## src/rtl/ifmd_stream_loader.sv

```systemverilog
// ---------------------------------------------------------------------------
// ifmd_stream_loader
//   Streams one channel of a preloaded input-feature-map image into the IFMD
//   buffer write port, one word per accepted cycle. A start request latches the
//   channel and the word count. The downstream port can stall the stream. An
//   abort ends the load without the completion pulse. busy and write_done give
//   the host a simple handshake.
//
// Ports
//   clk          rising-edge clock
//   rst          asynchronous reset, active-high
//   write_en     start request, only honoured while idle
//   ch_sel       channel to load (clamped to NUM_CH-1)
//   word_count   words to load; 0 or more than DEPTH loads the whole channel
//   write_ready  downstream accepts a word on this edge; 0 stalls the stream
//   abort        stop the current load, no write_done
//   busy         high from accepted start until back in idle
//   write_done   one-cycle pulse after the last word
//   IFMD_write   buffer write strobe
//   write_addr   buffer address, 0..len-1
//   IFMD_in      buffer write data
// ---------------------------------------------------------------------------
module ifmd_stream_loader #(
  parameter int    DATA_W    = 8,
  parameter int    DEPTH     = 64,
  parameter int    NUM_CH    = 4,
  parameter int    ADDR_W    = $clog2(DEPTH),
  parameter int    CH_W      = (NUM_CH > 1) ? $clog2(NUM_CH) : 1,
  parameter string INIT_FILE = "TM/IFMD_DATA.mem"
) (
  input  logic              clk,
  input  logic              rst,
  input  logic              write_en,
  input  logic [CH_W-1:0]   ch_sel,
  input  logic [ADDR_W:0]   word_count,
  input  logic              write_ready,
  input  logic              abort,
  output logic              busy,
  output logic              write_done,
  output logic              IFMD_write,
  output logic [ADDR_W-1:0] write_addr,
  output logic [DATA_W-1:0] IFMD_in
);

  typedef enum logic [1:0] {
    ST_IDLE  = 2'd0,
    ST_WRITE = 2'd1,
    ST_DONE  = 2'd2
  } state_e;

  localparam int              IDX_W   = ADDR_W + CH_W;
  localparam logic [ADDR_W:0] DEPTH_W = (ADDR_W + 1)'(DEPTH);
  localparam logic [CH_W-1:0] CH_MAX  = CH_W'(NUM_CH - 1);

  // Image store: channel c occupies image_mem[c*DEPTH +: DEPTH].
  // NOTE: the image is a preloaded ROM. Reset never clears it, so a reset in
  // the middle of a load leaves the image intact for the next load.
  logic [DATA_W-1:0] image_mem [NUM_CH*DEPTH];

  state_e            state_q, state_d;
  logic [ADDR_W:0]   count_q, count_d;   // one extra bit so len=DEPTH ends without wrap
  logic [ADDR_W:0]   len_q, len_d;
  logic [CH_W-1:0]   ch_q, ch_d;
  logic              busy_q, busy_d;
  logic              write_done_q, write_done_d;
  logic              ifmd_write_q, ifmd_write_d;
  logic [ADDR_W-1:0] write_addr_q, write_addr_d;
  logic [DATA_W-1:0] ifmd_in_q, ifmd_in_d;

  logic [CH_W-1:0]   ch_clamped;
  logic [IDX_W-1:0]  rd_idx;

  // Only build the clamp when ch_sel can encode a channel that does not exist.
  generate
    if ((2 ** CH_W) > NUM_CH) begin : g_ch_clamp
      assign ch_clamped = (ch_sel > CH_MAX) ? CH_MAX : ch_sel;
    end else begin : g_ch_pass
      assign ch_clamped = ch_sel;
    end
  endgenerate

  // DEPTH is a power of two, so ch*DEPTH+count is a plain concatenation.
  // A carry can never spill into the next channel.
  assign rd_idx = {ch_q, count_q[ADDR_W-1:0]};

  always_comb begin
    // NOTE: every _d gets a default first. The FSM branches then only list
    // what changes, and no path can leave a signal unassigned and infer a latch.
    state_d      = state_q;
    count_d      = count_q;
    len_d        = len_q;
    ch_d         = ch_q;
    busy_d       = busy_q;
    write_done_d = 1'b0;
    ifmd_write_d = 1'b0;
    write_addr_d = write_addr_q;
    ifmd_in_d    = ifmd_in_q;

    case (state_q)
      ST_IDLE: begin
        if (write_en) begin
          ch_d    = ch_clamped;
          len_d   = ((word_count == '0) || (word_count > DEPTH_W)) ? DEPTH_W : word_count;
          count_d = '0;
          busy_d  = 1'b1;
          state_d = ST_WRITE;
        end
      end

      ST_WRITE: begin
        // Priority: abort, then completion, then transfer or stall.
        if (abort) begin
          busy_d  = 1'b0;
          state_d = ST_IDLE;
        end else if (count_q == len_q) begin
          write_done_d = 1'b1;
          state_d      = ST_DONE;
        end else if (write_ready) begin
          ifmd_write_d = 1'b1;
          write_addr_d = count_q[ADDR_W-1:0];
          ifmd_in_d    = image_mem[rd_idx];
          count_d      = count_q + (ADDR_W + 1)'(1);
        end
        // Stall: the strobe drops, and address, data and count keep their values.
      end

      ST_DONE: begin
        // A start request seen here is dropped. It is not carried over.
        busy_d  = 1'b0;
        state_d = ST_IDLE;
      end

      default: state_d = ST_IDLE;
    endcase
  end

  // NOTE: sequential state uses non-blocking assignments only. Every flop then
  // samples the pre-edge values, whatever order the statements are in.
  always_ff @(posedge clk or posedge rst) begin
    if (rst) begin
      state_q      <= ST_IDLE;
      count_q      <= '0;
      len_q        <= '0;
      ch_q         <= '0;
      busy_q       <= 1'b0;
      write_done_q <= 1'b0;
      ifmd_write_q <= 1'b0;
      write_addr_q <= '0;
      ifmd_in_q    <= '0;
    end else begin
      state_q      <= state_d;
      count_q      <= count_d;
      len_q        <= len_d;
      ch_q         <= ch_d;
      busy_q       <= busy_d;
      write_done_q <= write_done_d;
      ifmd_write_q <= ifmd_write_d;
      write_addr_q <= write_addr_d;
      ifmd_in_q    <= ifmd_in_d;
    end
  end

  assign busy       = busy_q;
  assign write_done = write_done_q;
  assign IFMD_write = ifmd_write_q;
  assign write_addr = write_addr_q;
  assign IFMD_in    = ifmd_in_q;

endmodule

```

## config.mk

```make
export PLATFORM = sky130hd
export DESIGN_NAME = ifmd_stream_loader
export DESIGN_NICKNAME = d
export VERILOG_FILES = /design/src/rtl/ifmd_stream_loader.sv
export SDC_FILE = /design/constraint.sdc
export NUM_CORES = 1
export LEC_CHECK = 0
export CORE_UTILIZATION = 45
export CTS_CLUSTER_DIAMETER = 60
export CTS_CLUSTER_SIZE = 16
export DETAILED_ROUTE_END_ITERATION = 8
export HOLD_SLACK_MARGIN = 0.05
export PLACE_DENSITY = 0.86
export SETUP_SLACK_MARGIN = 0.3
export SLEW_MARGIN = 20
export SYNTH_ARGS = -nofsm -noshare
export SYNTH_HDL_FRONTEND = slang
export SYNTH_SLANG_ARGS = --single-unit
```

## constraint.sdc

```tcl
create_clock -name clk -period 1.82 [get_ports clk]
set_clock_uncertainty 0.1 [all_clocks]
set_input_delay 0.273 -clock clk [delete_from_list [all_inputs] [get_ports clk]]
set_output_delay 0.273 -clock clk [all_outputs]
set_load 0.1 [all_outputs]
```

; After elaboration in Yosys (flattened, before gate mapping)
; Cells that the tools add are included.
[totals]
in_bits = 14
ff_bits = 33
wordCells = 51
output_inout_bits = 17
[op_classes]
n_lt_le_gt_ge = 1
n_addsub = 1
reduce_logical = 10
n_eq_ne = 9
n_mux = 20
bitwise_logic = 2
[ops]
columns = cell, n
row1 = 7-bit two-way mux, 5
row2 = 7-bit one-hot mux with 2 select lines, 1
row3 = "2-bit inequality test, second input constant", 5
row4 = 1-bit two-way mux, 9
row5 = "7-bit by 1-bit adder with 7-bit output, second input constant", 1
row6 = 7-bit equality test, 1
row7 = "7-bit greater-than comparator, second input constant", 1
row8 = 7-bit zero test, 1
row9 = 2-bit two-way mux, 3
row10 = 5-bit AND reduction, 1
row11 = 2-bit one-hot mux with 2 select lines, 1
row12 = 2-bit AND reduction, 2
row13 = 4-bit AND reduction, 1
row14 = "3-bit inequality test, second input constant", 1
row15 = 1-bit one-hot mux with 3 select lines, 1
row16 = 3-bit AND reduction, 1
row17 = 3-bit nonzero test, 1
row18 = "2-bit by 1-bit equality test with 1-bit output, second input constant", 1
row19 = "2-bit equality test, second input constant", 1
row20 = 2-bit zero test, 1
row21 = 1-bit inverter, 2
row22 = 2-bit nonzero test, 1
row23 = 1-bit logical OR, 1

; Depth between registers and ports, before layout
[depth]
word_depth = 5
mapped_depth = 9
mapped_depth_nobuf = 7

; Worst setup path before layout
; No wires, ideal clock.
[synth_path]
path_type = reg2reg
from = reg count_q[4]
to = reg count_q[0]
path_buffers = 3
period_less_slack_ns = 1.865
path_slack_ns = -0.045
setup_time_ns = 0.126
t_arrival_ns = 1.639
path_stages_with_launch = 8
required_time_ns = 1.594
cell_sequence = dfrtp_1 clkbuf_8 xor2_1 nor4_2 a21oi_2 buf_6 buf_6 a221o_1
[synth_via]
elab_chain_cells = 3
[synth_rtl]
columns = element, line_no
row1 = from (decl), 61  ; logic [ADDR_W:0] count_q, count_d;
row2 = from (signal assigned), 152  ; count_q <= count_d;
row3 = 7-bit equality test, 115  ; end else if (count_q == len_q) begin
row4 = 2-bit inequality test (no source line), n/a
row5 = 5-bit AND reduction (no source line), n/a
; No other way between the ends.
; A chain may end at the register's enable or synchronous reset.

; Worst setup path after layout
[layout_path]
from = reg count_q[1]
to = reg count_q[6]
[layout_via]
elab_chain_cells = 5
word_cells_on_any_way = 8
cone_classes = 1 x add/sub / 2 x eq/ne / 4 x mux / 1 x reduce/logical
[layout_rtl]
columns = element, line_no
row1 = 7-bit by 1-bit adder with 7-bit output, 122  ; count_d = count_q + (ADDR_W + 1)'(1);
row2 = 7-bit two-way mux, 118  ; end else if (write_ready) begin
row3 = 7-bit two-way mux, 115
row4 = 7-bit two-way mux, 112  ; if (abort) begin
row5 = 7-bit one-hot mux with 2 select lines, 99  ; case (state_q)
; Parallel ways exist; a longest one is shown, timed or not. The select of a mux whose other input is x is not followed.

==> results.json <==
{
  "htreeDepth": 1,
  "ys_ff_latch": 25,
  "hpwl_um": 2220,
  "synth-edff-count": 0,
  "die-area_sq_um": 3410,
  "grt-ovfl-total": 0,
  "dpl_cell_area_sq_um": 1860,
  "cts-root-buf": "clkbuf_4",
  "synth_ff_type": "dfrtp_1",
  "crit_path_start_kind": "register",
  "num_rows": 20,
  "synth_area_leaders": "dfrtp_1 (44%), ha_1 (4.4%), xor2_1 (4.3%), buf_4 (4.2%), mux2_4 (4.2%)",
  "crit_path_end_kind": "register",
  "final_nets": 205,
  "cp_data_arrival_time_ns": 2.13,
  "post-route-min-period_ns": 2.01,
  "cts.sinks": 25,
  "area_delta_synth_final_pct": 44.1,
  "fin_crit_sh": 1.10,
  "power.leakage_uw": 0.000999,
  "setup_viol": 12,
  "clk_latency_ns": 0.33,
  "start_util": 0.473,
  "required_ns": 1.94,
  "wirelength_um": 3460,
  "antenna_found_initial": 0,
  "cts_tree": "yes",
  "slew_viol_final": 0,
  "met2_usage": 0.388,
  "clockBufferDepth": 2,
  "use_met1": 0.241,
  "num_antenna_cells": 0,
  "async_flop_share": 1.00,
  "top_usage_layer": "met2",
  "fmax_mhz": 498,
  "hp-class": "in -> async",
  "port_buffers": 20,
  "setup_ws_ns": -0.189,
  "synth.distinct_cells": 37,
  "cap_violations": 0,
  "violations": "setup timing",
  "firstDrtPassIters": 4,
  "grt_pass1_wl_um": 5420,
  "synth_top_area_share": 0.437,
  "path_clk_slew_ns": 0.14,
  "dp_slack_ns": -0.169,
  "cp_max_fo": 17,
  "p_per_area_nw_per_um2": 1910,
  "final-hold-violation-count": 0,
  "vias_per_cell": 5.26,
  "drt_iter0_drc": 30,
  "die_w_um": 58.4,
  "grt_use_total": 0.210,
  "place_congestion": 0.847,
  "rsz0062_at_grt": "yes",
  "avgRoutedWirePerCell_um": 15.1,
  "status": "complete, but fails checks",
  "grt_max_degree": 26,
  "crit_type": "reg -> reg",
  "antenna_left": 0,
  "final_area_sq_um": 2060,
  "drc": 0,
  "cts_buffers": 3,
  "grt_util_met3": 0.0198,
  "r2r_cells": 7,
  "yosys.area.top_type": "dfrtp_1",
  "drive_above_1_share": 0.373,
  "postSynthCellCount": 137,
  "n_fill_cell": 215,
  "ys_warn_count": 0,
  "pin_count": 31,
  "synth_area_per_cell_sq_um": 10.5,
  "yosysSeqAreaShare": 0.437,
  "r2r_start": "count_q[1]",
  "num_vias": 1205,
  "die_y_um": 58.4,
  "reg2reg_to": "count_q[6]",
  "hold_ws_ns": 0.160,
  "ir_worst_vdd_mv": 1.00,
  "coreArea_sq_um": 3030,
  "fin_setup_tns_ns": -1.55,
  "r2r_slack_ns": -0.19,
  "p_total_uw": 3940,
  "grt_pass1_vias": 1192,
  "synth_area_sq_um": 1430
}
==> area by class of cell <==
cell class	count	area, sq um	area share
Clock buffer	4	26.3	0.0127
Inverter	5	23.8	0.0115
Multi-Input combinational cell	101	777	0.376
Sequential cell	25	627	0.304
Tap cell	44	55.1	0.0267
Timing Repair Buffer	50	556	0.269
==> Yosys cell counts (4+ instances only) <==
cell and number:
dfrtp_1 25, ha_1 5, a21oi_1 6, xor2_1 7, nand2_1 16, mux2_4 4
nand2b_1 7, nor2_1 6, buf_4 8, o21ai_0 7, inv_1 5, a221o_1 4
==> power by group <==
part           internal, uW  leakage [uW]  switching, uW  total, uW
clock                  86.1     0.0000150            173        259
sequential              796      0.000317            226       1020
combinational          1180      0.000667           1480       2660
==> cells in the final DEF, fill, tap and decap left out, types with 5 or more instances in the layout <==
master           instances
xor2_1                   7
buf_4                   24
nand2b_1                 7
buf_12                  11
mux2_4                   5
dfrtp_1                 24
nand2_1                 13
conb_1                   8
a21oi_1                  5
clkdlybuf4s50_1         11
o21ai_0                  7
==> worst max-delay path by stage <==
stage / startpoint / end / slack [ns] / cells after the start
finish: count_q[1] / count_q[6] / -0.19 / 7
global route: count_q[1] / count_q[6] / -0.23 / 7
CTS: count_q[4] / count_q[6] / -0.08 / 7
detailed placement: abort / count_q[6] / -0.17 / 7
global placement: count_q[1] / count_q[6] / -0.12 / 6
floorplan: count_q[1] / write_addr[0] / -0.03 / 6
==> stage by stage <==
stage / util / std cells
floorplan: - / 144
global placement: 0.614 / 211
detailed placement: 0.614 / 211
CTS: 0.654 / 223
global route: 0.682 / 229
finish: 0.682 / 229
==> kinds of logic (layout without fill, tap and decap cells) <==
logic type | after synthesis | count (layout) | share of synthesized area
adder cells (fa/ha/maj) | 5 | 5 | 0.0437
AO/OA/AOI/OAI | 27 | 27 | 0.135
XOR/XNOR | 7 | 7 | 0.0428
other | 1 | 8 | 0.00262
multiplexers | 7 | 7 | 0.0655
flip-flops | 25 | 25 | 0.437
AND/OR/NAND/NOR | 47 | 47 | 0.188
buffers and inverters | 18 | 59 | 0.0856
==> layer usage <==
layer	share of wire	vias up	wire, um
met5	0	-	0
met4	0.031	0	106
met3	0.036	10	123
met2	0.53	51	1840
met1	0.40	583	1390
li1	-	561	-
==> registers in the layout, indices dropped and copies added (netlist names) <==
name / cells
busy: 1
write_addr: 6
write_done: 1
len_q: 7
count_q: 7
IFMD_write: 1
state_q: 2
==> worst max-delay path, stage by stage (launching register included) <==
cell and delay [ns]:
dfrtp_1 0.42, xor2_1 0.19, nor4_2 0.31, buf_4 0.18, a21oi_2 0.07, buf_12 0.16
and4_1 0.18, a221o_1 0.29
==> repair_timing <==
action | 4_1_cts | 5_1_grt
hold endpoints to repair | 0 | 0
buffers inserted | 8 | 6
pin swaps | 5 | 5
setup endpoints to repair | 23 | 25
hold buffers | 0 | 0
gates resized for setup | 8 | 14
(Power assumes the default switching activity.)
